===== config.mk =====
export PLATFORM = sky130hd
export DESIGN_NAME = sram22_rr_arbiter
export DESIGN_NICKNAME = d
export VERILOG_FILES = /design/src/rtl/sram_arb_pkg.sv /design/src/rtl/sram_arb_rr_picker.sv /design/src/rtl/sram22_rr_arbiter.sv
export SDC_FILE = /design/constraint.sdc
export NUM_CORES = 1
export LEC_CHECK = 0
export CAP_MARGIN = 40
export CORE_MARGIN = 4
export CORE_UTILIZATION = 41
export DETAILED_ROUTE_END_ITERATION = 12
export PLACE_DENSITY = 0.91
export SYNTH_ARGS = -nofsm -noshare
export SYNTH_HDL_FRONTEND = slang
export SYNTH_SLANG_ARGS = --single-unit

===== constraint.sdc =====
create_clock -name clk -period 3.49 [get_ports clk]
set_input_delay 0.349 -clock clk [delete_from_list [all_inputs] [get_ports clk]]
set_output_delay 0.349 -clock clk [all_outputs]
set_load 0.01 [all_outputs]

===== src/rtl/sram_arb_pkg.sv =====
// Shared constants for the SRAM22 round-robin arbiter.
// Optional counters are enabled with the SRAM_ARB_PERF_EN macro.
package sram_arb_pkg;

  localparam int PERF_CNT_WIDTH = 16;
  localparam int MAX_NUM_REQ    = 4;

  // Round-robin pointer width; a single requester index still needs one bit.
  function automatic int RR_PTR_WIDTH(input int num_req);
    return (num_req <= 2) ? 1 : $clog2(num_req);
  endfunction

endpackage


===== src/rtl/sram_arb_rr_picker.sv =====
// Combinational round-robin picker: first eligible port at or after rr_ptr wins.
module sram_arb_rr_picker
  import sram_arb_pkg::*;
#(
  parameter int NUM_REQ = 2,
  parameter int PTR_W   = RR_PTR_WIDTH(NUM_REQ)
) (
  input  logic [NUM_REQ-1:0] eligible,
  input  logic [PTR_W-1:0]   rr_ptr,
  output logic [NUM_REQ-1:0] grant,
  output logic [PTR_W-1:0]   grant_idx
);

  logic [PTR_W-1:0] idx;

  // Scan from the farthest offset down so the closest eligible port overwrites.
  always_comb begin
    grant     = '0;
    grant_idx = '0;
    idx       = '0;
    for (int k = NUM_REQ - 1; k >= 0; k--) begin
      idx = PTR_W'((int'(rr_ptr) + k) % NUM_REQ);
      if (eligible[idx]) begin
        grant      = '0;
        grant[idx] = 1'b1;
        grant_idx  = idx;
      end
    end
  end

endmodule


===== src/rtl/sram22_rr_arbiter.sv =====
// Round-robin arbiter sharing one single-port SRAM22 macro between NUM_REQ requesters.
// Define SRAM_ARB_PERF_EN to add per-port saturating grant/stall counters.
module sram22_rr_arbiter
  import sram_arb_pkg::*;
#(
  parameter int NUM_REQ     = 2,
  parameter int DATA_WIDTH  = 32,
  parameter int ADDR_WIDTH  = 6,
  parameter int WMASK_WIDTH = 1
) (
  input  logic                           clk,
  input  logic                           reset,
  input  logic [NUM_REQ-1:0]             req_valid,
  output logic [NUM_REQ-1:0]             req_ready,
  input  logic [NUM_REQ-1:0]             req_we,
  input  logic [NUM_REQ*WMASK_WIDTH-1:0] req_wmask,
  input  logic [NUM_REQ*ADDR_WIDTH-1:0]  req_addr,
  input  logic [NUM_REQ*DATA_WIDTH-1:0]  req_wdata,
  output logic [NUM_REQ-1:0]             resp_valid,
  input  logic [NUM_REQ-1:0]             resp_ready,
  output logic [NUM_REQ*DATA_WIDTH-1:0]  resp_rdata,
  output logic                           sram_we,
  output logic [WMASK_WIDTH-1:0]         sram_wmask,
  output logic [ADDR_WIDTH-1:0]          sram_addr,
  output logic [DATA_WIDTH-1:0]          sram_din,
  input  logic [DATA_WIDTH-1:0]          sram_dout
`ifdef SRAM_ARB_PERF_EN
  ,
  output logic [NUM_REQ*PERF_CNT_WIDTH-1:0] perf_grants,
  output logic [NUM_REQ*PERF_CNT_WIDTH-1:0] perf_stalls
`endif
);

  localparam int PTR_W = RR_PTR_WIDTH(NUM_REQ);

  // Handshake: a request transfers when req_valid && req_ready; a response
  // transfers when resp_valid && resp_ready. Requesters hold req_* while stalled.

  logic [PTR_W-1:0]   rr_ptr;
  logic [PTR_W-1:0]   grant_idx;
  logic [NUM_REQ-1:0] eligible;
  logic [NUM_REQ-1:0] grant;
  logic [NUM_REQ-1:0] inflight;

  // A read may only issue when its response slot will be free on capture.
  always_comb begin
    eligible = '0;
    for (int i = 0; i < NUM_REQ; i++) begin
      eligible[i] = !reset && req_valid[i] &&
                    (req_we[i] || (!inflight[i] && (!resp_valid[i] || resp_ready[i])));
    end
  end

  sram_arb_rr_picker #(
    .NUM_REQ (NUM_REQ),
    .PTR_W   (PTR_W)
  ) u_picker (
    .eligible  (eligible),
    .rr_ptr    (rr_ptr),
    .grant     (grant),
    .grant_idx (grant_idx)
  );

  assign req_ready = grant;

  always_comb begin
    sram_we    = 1'b0;
    sram_wmask = '0;
    sram_addr  = '0;
    sram_din   = '0;
    if (|grant) begin
      sram_we    = req_we[grant_idx];
      sram_wmask = req_wmask[int'(grant_idx)*WMASK_WIDTH +: WMASK_WIDTH];
      sram_addr  = req_addr[int'(grant_idx)*ADDR_WIDTH +: ADDR_WIDTH];
      sram_din   = req_wdata[int'(grant_idx)*DATA_WIDTH +: DATA_WIDTH];
    end
  end

  // inflight marks the port whose read data is on sram_dout this cycle.
  always_ff @(posedge clk or posedge reset) begin
    if (reset) begin
      rr_ptr     <= '0;
      inflight   <= '0;
      resp_valid <= '0;
      resp_rdata <= '0;
    end else begin
      inflight <= grant & ~req_we;
      for (int i = 0; i < NUM_REQ; i++) begin
        if (inflight[i]) begin
          resp_valid[i]                         <= 1'b1;
          resp_rdata[i*DATA_WIDTH +: DATA_WIDTH] <= sram_dout;
        end else if (resp_ready[i]) begin
          resp_valid[i] <= 1'b0;
        end
      end
      if (|grant) begin
        rr_ptr <= (grant_idx == PTR_W'(NUM_REQ - 1)) ? '0 : grant_idx + 1'b1;
      end
    end
  end

`ifdef SRAM_ARB_PERF_EN
  always_ff @(posedge clk or posedge reset) begin
    if (reset) begin
      perf_grants <= '0;
      perf_stalls <= '0;
    end else begin
      for (int i = 0; i < NUM_REQ; i++) begin
        if (grant[i] && (perf_grants[i*PERF_CNT_WIDTH +: PERF_CNT_WIDTH] != '1)) begin
          perf_grants[i*PERF_CNT_WIDTH +: PERF_CNT_WIDTH] <=
            perf_grants[i*PERF_CNT_WIDTH +: PERF_CNT_WIDTH] + 1'b1;
        end
        if (req_valid[i] && !grant[i] &&
            (perf_stalls[i*PERF_CNT_WIDTH +: PERF_CNT_WIDTH] != '1)) begin
          perf_stalls[i*PERF_CNT_WIDTH +: PERF_CNT_WIDTH] <=
            perf_stalls[i*PERF_CNT_WIDTH +: PERF_CNT_WIDTH] + 1'b1;
        end
      end
    end
  end
`endif

endmodule


# == Yosys cells after proc, flatten, opt, wreduce, memory -nomap -nowiden ==
# Index checks and enable logic that the tools add are counted.
# classes
addsub,2
multipliers,1
div,0
order_cmp,5
eq_ne,0
n_shift,3
n_mux,23
bitwise_logic,2
n_reduce_logical,20
# ops
op,count
$shiftx A64 B7 Y32,1
$mux W32,1
$mux W1,17
$shiftx A12 B5 Y6,1
$logic_and A1 B1 Y1,8
$lt A1 B2 Y1 const B,3
$mux W6,1
$logic_not A1 Y1,5
$logic_or A1 B1 Y1,4
$mux W2,2
$reduce_bool A2 Y1,2
$mul A1 B2 Y3 const B,1
$add A1 B1 Y1 const B,2
$and A2 B2 Y2,1
$demux W1 S1,2
$ge A1 B1 Y1 const B,2
$not A2 Y2,1
$reduce_or A2 Y1,1
$shiftx A2 B2 Y1,1
# word_totals
regBits,69
latch_bits,0
mem_bits_rw,0
romBits,0
in_bits,118
output_inout_bits,108
elab_cells,62
mem_count,0

# == Logic depth before layout (Yosys ltp) ==
# Gate-level depths: netlist (run 1).
# depth
ltp_word,12
mapped_depth,7
mapped_depth_nobuf,3

# == By module ==
# From an unflattened synthesis (run 1), not the netlist that was laid out.
# hier_totals
hier_cells,250
hier_area_um2,3560.9
# by_module_without_submodules
mod,n_inst,cells_each,area_each_um2,seq_area_each_um2
sram22_rr_arbiter,1,246,3534.6,1726.7
sram_arb_rr_picker,1,4,26.3,0.0

# == Worst setup path after synthesis (run 1) ==
# No wires, ideal clock.
# synth_timing
path_kind,register -> output
from,reg resp_valid[1]
to,out sram_din[0]
t_arrival_ns,1.491
t_required_ns,3.141
setup_slack_ns,1.650
path_stages_with_launch,7
n_path_buf,3
path_cell_list,dfrtp_1 > or3b_1 > clkbuf_2 > and4_4 > buf_6 > buf_6 > o22ai_2
# synth_between
elab_chain_cells,11
word_cells_on_any_way,16
classes_between,shift (1); mux (9); reduce/logical (6)
# synth_lines
item,line_no,text
from (decl),sram22_rr_arbiter.sv:19,"output logic [NUM_REQ-1:0] resp_valid,"
from (signal assigned),sram22_rr_arbiter.sv:84,resp_valid <= '0;
"from (signal, indexed assignment)",sram22_rr_arbiter.sv:90,resp_valid[i] <= 1'b1;
"from (signal, indexed assignment)",sram22_rr_arbiter.sv:93,resp_valid[i] <= 1'b0;
$logic_not A1 Y1 (*),sram22_rr_arbiter.sv:50,(req_we[i] || (!inflight[i] && (!resp_valid[i] || resp_ready[i])));
$logic_or A1 B1 Y1 (*),sram22_rr_arbiter.sv:50,
$logic_and A1 B1 Y1 (*),sram22_rr_arbiter.sv:50,
$logic_or A1 B1 Y1 (*),sram22_rr_arbiter.sv:50,
$logic_and A1 B1 Y1 (*),sram22_rr_arbiter.sv:49,eligible[i] = !reset && req_valid[i] &&
$mux W1 (implied by the code) (2 in series),sram_arb_rr_picker.sv:23,if (eligible[idx]) begin
$mux W1 or $mux W2 (tied branches) (2 in series),sram_arb_rr_picker.sv:23,
$shiftx A64 B7 Y32 or $reduce_or A2 Y1 (tied branches),"sram22_rr_arbiter.sv:75, sram22_rr_arbiter.sv:71",
$mux W32 (*),sram22_rr_arbiter.sv:71,if (|grant) begin
to (decl),sram22_rr_arbiter.sv:25,"output logic [DATA_WIDTH-1:0] sram_din,"
# Every way passes the cells marked *; elsewhere a longest branch is shown, timed or not. The select of a mux whose other input is x is not followed.

# == Worst setup path in the final report (run 1) ==
# layout_timing
from,in req_we[1]
to,out sram_din[26]
# layout_between
elab_chain_cells,8
word_cells_on_any_way,13
classes_between,shift (1); mux (9); reduce/logical (3)
# layout_lines
item,line_no,text
from (decl),sram22_rr_arbiter.sv:15,"input logic [NUM_REQ-1:0] req_we,"
$logic_or A1 B1 Y1 (*),sram22_rr_arbiter.sv:50,
$logic_and A1 B1 Y1 (*),sram22_rr_arbiter.sv:49,
$mux W1 (implied by the code) (2 in series),sram_arb_rr_picker.sv:23,
$mux W1 or $mux W2 (tied branches) (2 in series),sram_arb_rr_picker.sv:23,
$shiftx A64 B7 Y32 or $reduce_or A2 Y1 (tied branches),"sram22_rr_arbiter.sv:75, sram22_rr_arbiter.sv:71",
$mux W32 (*),sram22_rr_arbiter.sv:71,
# Marks and branches as above.

==> results of run 1 <==
-- cell families (layout without fill, tap and decap cells) --
logic type | after synthesis | in the layout | synth area share, %
simple gates | 98 | 98 | 16.3
compound gates | 44 | 44 | 13.5
flops | 69 | 69 | 45.2
buf+inv | 49 | 258 | 6.09
mux | 64 | 64 | 18.9
-- per-layer routing --
layer | wire length, um | track usage (%) | vias to the layer above
met3 | 1010 | 7.57 | 28
met4 | 411 | 9.02 | 0
met2 | 6720 | 41.8 | 165
met1 | 4770 | 24.8 | 1778
li1 | - | - | 1671
met5 | 0 | 0 | -
-- cells in the mapped netlist (all sizes together) --
library cell and count:
a41oi 1, nor4 1, o22ai 39, nor3b 1, a21oi 1, nor3 2
clkbuf 31, a21o 1, o41ai 1, a2bb2oi 1, nor2b 3, nand3 2
nand2b 4, nor2 2, nand4 78, or3b 2, buf 14, nand2 1
dfrtp 69, nand3b 1, inv 4, and4 1, mux2 64
-- power by group through the flow --
stage | combinational, mW | clock, mW | sequential (mW)
after floorplan | 0.362 | 0 | 1.19
after CTS | 1.14 | 0.686 | 1.09
after global routing | 1.19 | 0.725 | 1.12
final | 1.12 | 0.666 | 1.09
after global placement | 1.11 | 0 | 1.09
after detailed placement | 1.13 | 0 | 1.11
-- cells in the final DEF, fill, tap and decap left out, types with 2 or more instances in the layout --
master / count
mux2_1: 5
nand2b_1: 4
nor2b_2: 2
clkbuf_8: 11
nand3_1: 2
buf_4: 14
o22ai_2: 37
clkdlybuf4s50_1: 225
nor2_1: 2
dfrtp_1: 69
inv_1: 3
nand4_1: 78
o22ai_1: 2
mux2_2: 59
or3b_1: 2
-- sequential cells by signal, indices dropped and copies added, names as in the netlist --
name,flops
resp_valid,2
resp_rdata,64
inflight,2
rr_ptr,1
-- worst max-delay path, stage by stage --
cell and delay (ns):
clkdlybuf4s50_1 0.48, or3b_1 0.44, and4_4 0.41, o22ai_2 0.26, clkdlybuf4s50_1 0.57
-- final cells by class --
class | count | area, um2
clock buffer | 11 | 151
clock inverter | 4 | 55.1
fill | 636 | 2580
inverter | 4 | 15.0
multi-input combinational | 206 | 1870
sequential | 69 | 1730
tap | 108 | 135
timing repair buffer | 239 | 2360
-- worst max path at each step --
stage | start | endpoint | slack, ns | cells past startpoint
2_1_floorplan | reset | inflight[0]$_DFF_PP0_ | 1.40 | 1
3_3_place_gp | req_we[1] | sram_din[27] | 0.66 | 5
3_5_place_dp | req_we[1] | sram_din[26] | 0.62 | 5
4_1_cts | req_we[1] | sram_din[26] | 0.60 | 5
5_1_grt | req_we[1] | sram_din[22] | 0.53 | 5
6_report | req_we[1] | sram_din[26] | 0.61 | 5
==> flow_metrics.tcl, run 1 <==
set metrics [dict create \
    fin_setup_tns_ns 0 \
    relSlewSlack_pct 54.1 \
    die-area_um2 10900 \
    routed_wl_mm 12.9 \
    p_clk_share_pct 23.1 \
    timing.rr.start "resp_valid[1]$_DFFE_PP0P_" \
    vias 3642 \
    pwr_density_cell_nw_per_um2 456 \
    grtUsageTotal_pct 23.1 \
    antenna_cells 0 \
    slew_violations 0 \
    ctsHoldBuffers 0 \
    synth_warnings 0 \
    vias_per_cell 5.68 \
    cts_tree "yes" \
    nNetsFinal 647 \
    timing_hold_violations_final 0 \
    setup-violations-final 0 \
    whs_ns 0.415 \
    regToRegSetupSlack_ns 1.96 \
    p_leak_nw 2.42 \
    fp.dieH_um 105 \
    dp_cells 626 \
    hold_class "input port to async pin" \
    antenna_found_initial 0 \
    rsz0062_at_grt "false" \
    area_delta_synth_final_pct 65.3 \
    io_buffers 225 \
    coreArea_um2 8890 \
    cts.sinks 69 \
    skew_ns 0.0181 \
    grt_pass1_vias 3879 \
    cts_root_buf "clkbuf_8" \
    design_area_um2 6310 \
    seq_power_share_pct 37.9 \
    routedWlPerCell_um 20.1 \
    start_util_pct 42.9 \
    route.detailed.drc 0 \
    synth_seq_cells 69 \
    ios 226 \
    outcome "finished clean" \
    dieWidth_um 105 \
    layout_min_cycle_time_ns 2.88 \
    grt_max_degree 43 \
    rows 34 \
    hpwlAfterDp_mm 9.59 \
    firstDrtPassIters 4 \
    finalNonFillerCells 641 \
    htree_num_levels 3 \
    synthTopCellsByArea "dfrtp_1, mux2_2, nand4_1" \
    clockBufferDepth 2 \
    grt_pass1_wl_mm 20.5 \
    period_share_pct 82.6 \
    dpl_worst_slack_ns 0.619 \
    ys_types 29 \
    r2r-end "rr_ptr$_DFFE_PP0P_" \
    post_cts_buffers 0 \
    required_ns 3.14 \
    startpoint_type "input port" \
    synth.largest_area_cell "dfrtp_1" \
    dpl_cell_area_um2 6110 \
    synth.net_count 442 \
    clock.fmax_ghz 0.347 \
    syn_area_per_cell_um2 11.8 \
    p_sw_mw 0.834 \
    ir_drop_mv 0.404 \
    fin_ws_ns 0.606 \
    globalRouteOverflowTotal 0 \
    tightest_slew_ns 0.688 \
    worstSkewPairLatency_ns 0.34 \
    drt_iter0_markers 204 \
    synth_top_area_share_pct 45.2 \
    clkTransAtPathRegs_ns 0.08 \
    post-route-util_pct 71.0 \
    crit_path_end_kind "primary output" \
    power.total_mw 2.88 \
    antenna_left 0 \
    p_int_mw 2.05 \
    crit_arrival_ns 2.54 \
    drive_above_1_share_pct 24.6 \
    gp_congestion 0.754 \
    postSynthCellCount 324 \
    path_max_fanout 42 \
    yosysSeqAreaShare_pct 45.2 \
    post_cts_resized 0 \
    p_sw_share_pct 28.9 \
    comb_power_share_pct 39.0 \
    reg2regPathDepth 3 \
    critPathKind "input port to primary output" \
    cts_buffers 9 \
    mappedNetlistArea_um2 3820 \
    drv_cap 0 \
]
(Power assumes the default switching activity.)
==> run 2: changes to the inputs <==
CORE_UTILIZATION = 38   (was 41)
PLACE_DENSITY = 0.85   (was 0.91)
clock period = 2.99 ns   (was 3.49 ns; I/O delays follow)
==> flow_metrics.tcl, run 2 (synthesis results as in run 1) <==
set metrics [dict create \
    largest-register "resp_rdata" \
    antenna_cells 0 \
    regToRegSetupSlack_ns 1.47 \
    largest_register_ffs 64 \
    grt_pass1_wl_mm 20.0 \
    area_delta_synth_final_pct 66.6 \
    clockBufferDepth 2 \
    timing.rr.start "resp_valid[0]$_DFFE_PP0P_" \
    final_common_cell "clkdlybuf4s50_1" \
    cts_buffers 9 \
    outcome "finished clean" \
    reg2regPathDepth 4 \
    p_leak_nw 2.43 \
    drv_cap 0 \
    ir_drop_mv 0.442 \
    multi_input_area_um2 1870 \
    tightest_slew_ns 0.693 \
    rsz0062_at_grt "false" \
    period_share_pct 93.1 \
    post_cts_resized 0 \
    grtUsageTotal_pct 21.8 \
    hpwlAfterDp_mm 9.54 \
    pwr_density_cell_nw_per_um2 533 \
    grt_pass1_vias 3856 \
    antenna_left 0 \
    antenna_found_initial 0 \
    reg_top3 "resp_rdata x64, inflight x2, resp_valid x2" \
    worstSkewPairLatency_ns 0.34 \
    ctsHoldBuffers 0 \
    cts_tree "yes" \
    clkTransAtPathRegs_ns 0.09 \
    r2r-end "rr_ptr$_DFFE_PP0P_" \
    cts.sinks 69 \
    firstDrtPassIters 4 \
    gp_congestion 0.839 \
    rows 36 \
    clock.fmax_ghz 0.359 \
    fin_setup_tns_ns 0 \
    mostFrequentLayoutCells "clkdlybuf4s50_1, nand4_1, dfrtp_1, mux2_2, o22ai_2" \
    relSlewSlack_pct 53.8 \
    vias 3667 \
    fp.dieH_um 108 \
    register_area_um2 1730 \
    critPathKind "input port to primary output" \
    layout_min_cycle_time_ns 2.78 \
    startpoint_type "input port" \
    ios 226 \
    slew_violations 0 \
    hold_class "input port to async pin" \
    dpl_worst_slack_ns 0.245 \
    dieWidth_um 108 \
    timing_hold_violations_final 0 \
    fin_ws_ns 0.205 \
    routed_wl_mm 13.0 \
    coreArea_um2 9770 \
    route.detailed.drc 0 \
    setup-violations-final 0 \
    io_buffers 225 \
    crit_path_end_kind "primary output" \
    htree_num_levels 3 \
    drt_iter0_markers 263 \
    globalRouteOverflowTotal 0 \
    post_cts_buffers 0 \
    nNetsFinal 645 \
    vias_per_cell 5.51 \
    die-area_um2 11700 \
    n_fill_cell 796 \
    cts_root_buf "clkbuf_8" \
    required_ns 2.69 \
    skew_ns 0.0135 \
    crit_arrival_ns 2.49 \
    routedWlPerCell_um 19.6 \
    grt_max_degree 43 \
    start_util_pct 39.1 \
    drive_above_1_share_pct 24.4 \
    path_max_fanout 42 \
]
run 2: cell count changes in the layout (fill, tap and decap cells not counted), sizes merged:
cell / before / now
clkinv: 1 / 0
clkbuf: 11 / 10
buf: 14 / 12
inv: 5 / 8
run 2: critical path, stage by stage:
cell,delay (ns)
clkdlybuf4s50_1,0.47
or3b_1,0.42
and4_4,0.40
o22ai_2,0.27
clkdlybuf4s50_1,0.60
run 2: worst max-delay path by stage:
stage | slack (ns) | endpoint | cells past startpoint | startpoint
finish | 0.21 | sram_addr[0] | 5 | req_we[1]
global route | 0.11 | sram_addr[0] | 5 | req_we[1]
CTS | 0.23 | sram_din[1] | 5 | req_we[1]
detailed placement | 0.25 | sram_din[1] | 5 | req_we[1]
global placement | 0.26 | sram_din[22] | 5 | req_we[1]
floorplan | 0.95 | inflight[0]$_DFF_PP0_ | 1 | reset
run 2: stage by stage:
stage          cell area (um2)  total power [mW]  hold WS (ns)  cells  util, %
6_report                  6360              3.39         0.463    665     65.1
3_5_place_dp              6150              2.61         0.474    649     62.9
5_1_grt                   6360              3.58         0.520    665     65.1
4_1_cts                   6360              3.44         0.477    665     65.1
3_3_place_gp              6150              2.57         0.467    649     62.9
2_1_floorplan             3820              1.81         0.362    324        -
run 2: layout make-up:
| class | instances | share of cell area, % |
|---|---|---|
| inverters | 4 | 0.236 |
| clock inverters | 6 | 1.22 |
| flip-flops and latches | 69 | 27.1 |
| multi-input cells | 206 | 29.4 |
| repair buffers | 237 | 37.2 |
| clock buffers | 10 | 2.16 |
| well taps | 133 | 2.62 |
run 2: where the power goes:
group | internal, mW | switching, mW | total [mW] | leakage, nW
clock | 0.426 | 0.386 | 0.811 | 0.107
combinational | 0.806 | 0.501 | 1.31 | 1.50
sequential | 1.15 | 0.120 | 1.27 | 0.824
total | 2.39 | 1.01 | 3.39 | 2.43
run 2: per-layer routing:
metal | wire [um] | up-vias | GRT usage, %
met2 | 6430 | 163 | 36.4
met5 | 0 | - | 0
met3 | 1190 | 32 | 8.30
met4 | 425 | 0 | 8.48
met1 | 4970 | 1794 | 25.4
li1 | - | 1678 | -
==> run 3: changes to the inputs <==
ABC_AREA = 0   (was not set)
==> results of run 3 <==
No change in the layout: final DEF, timing and power equal those of run 2.
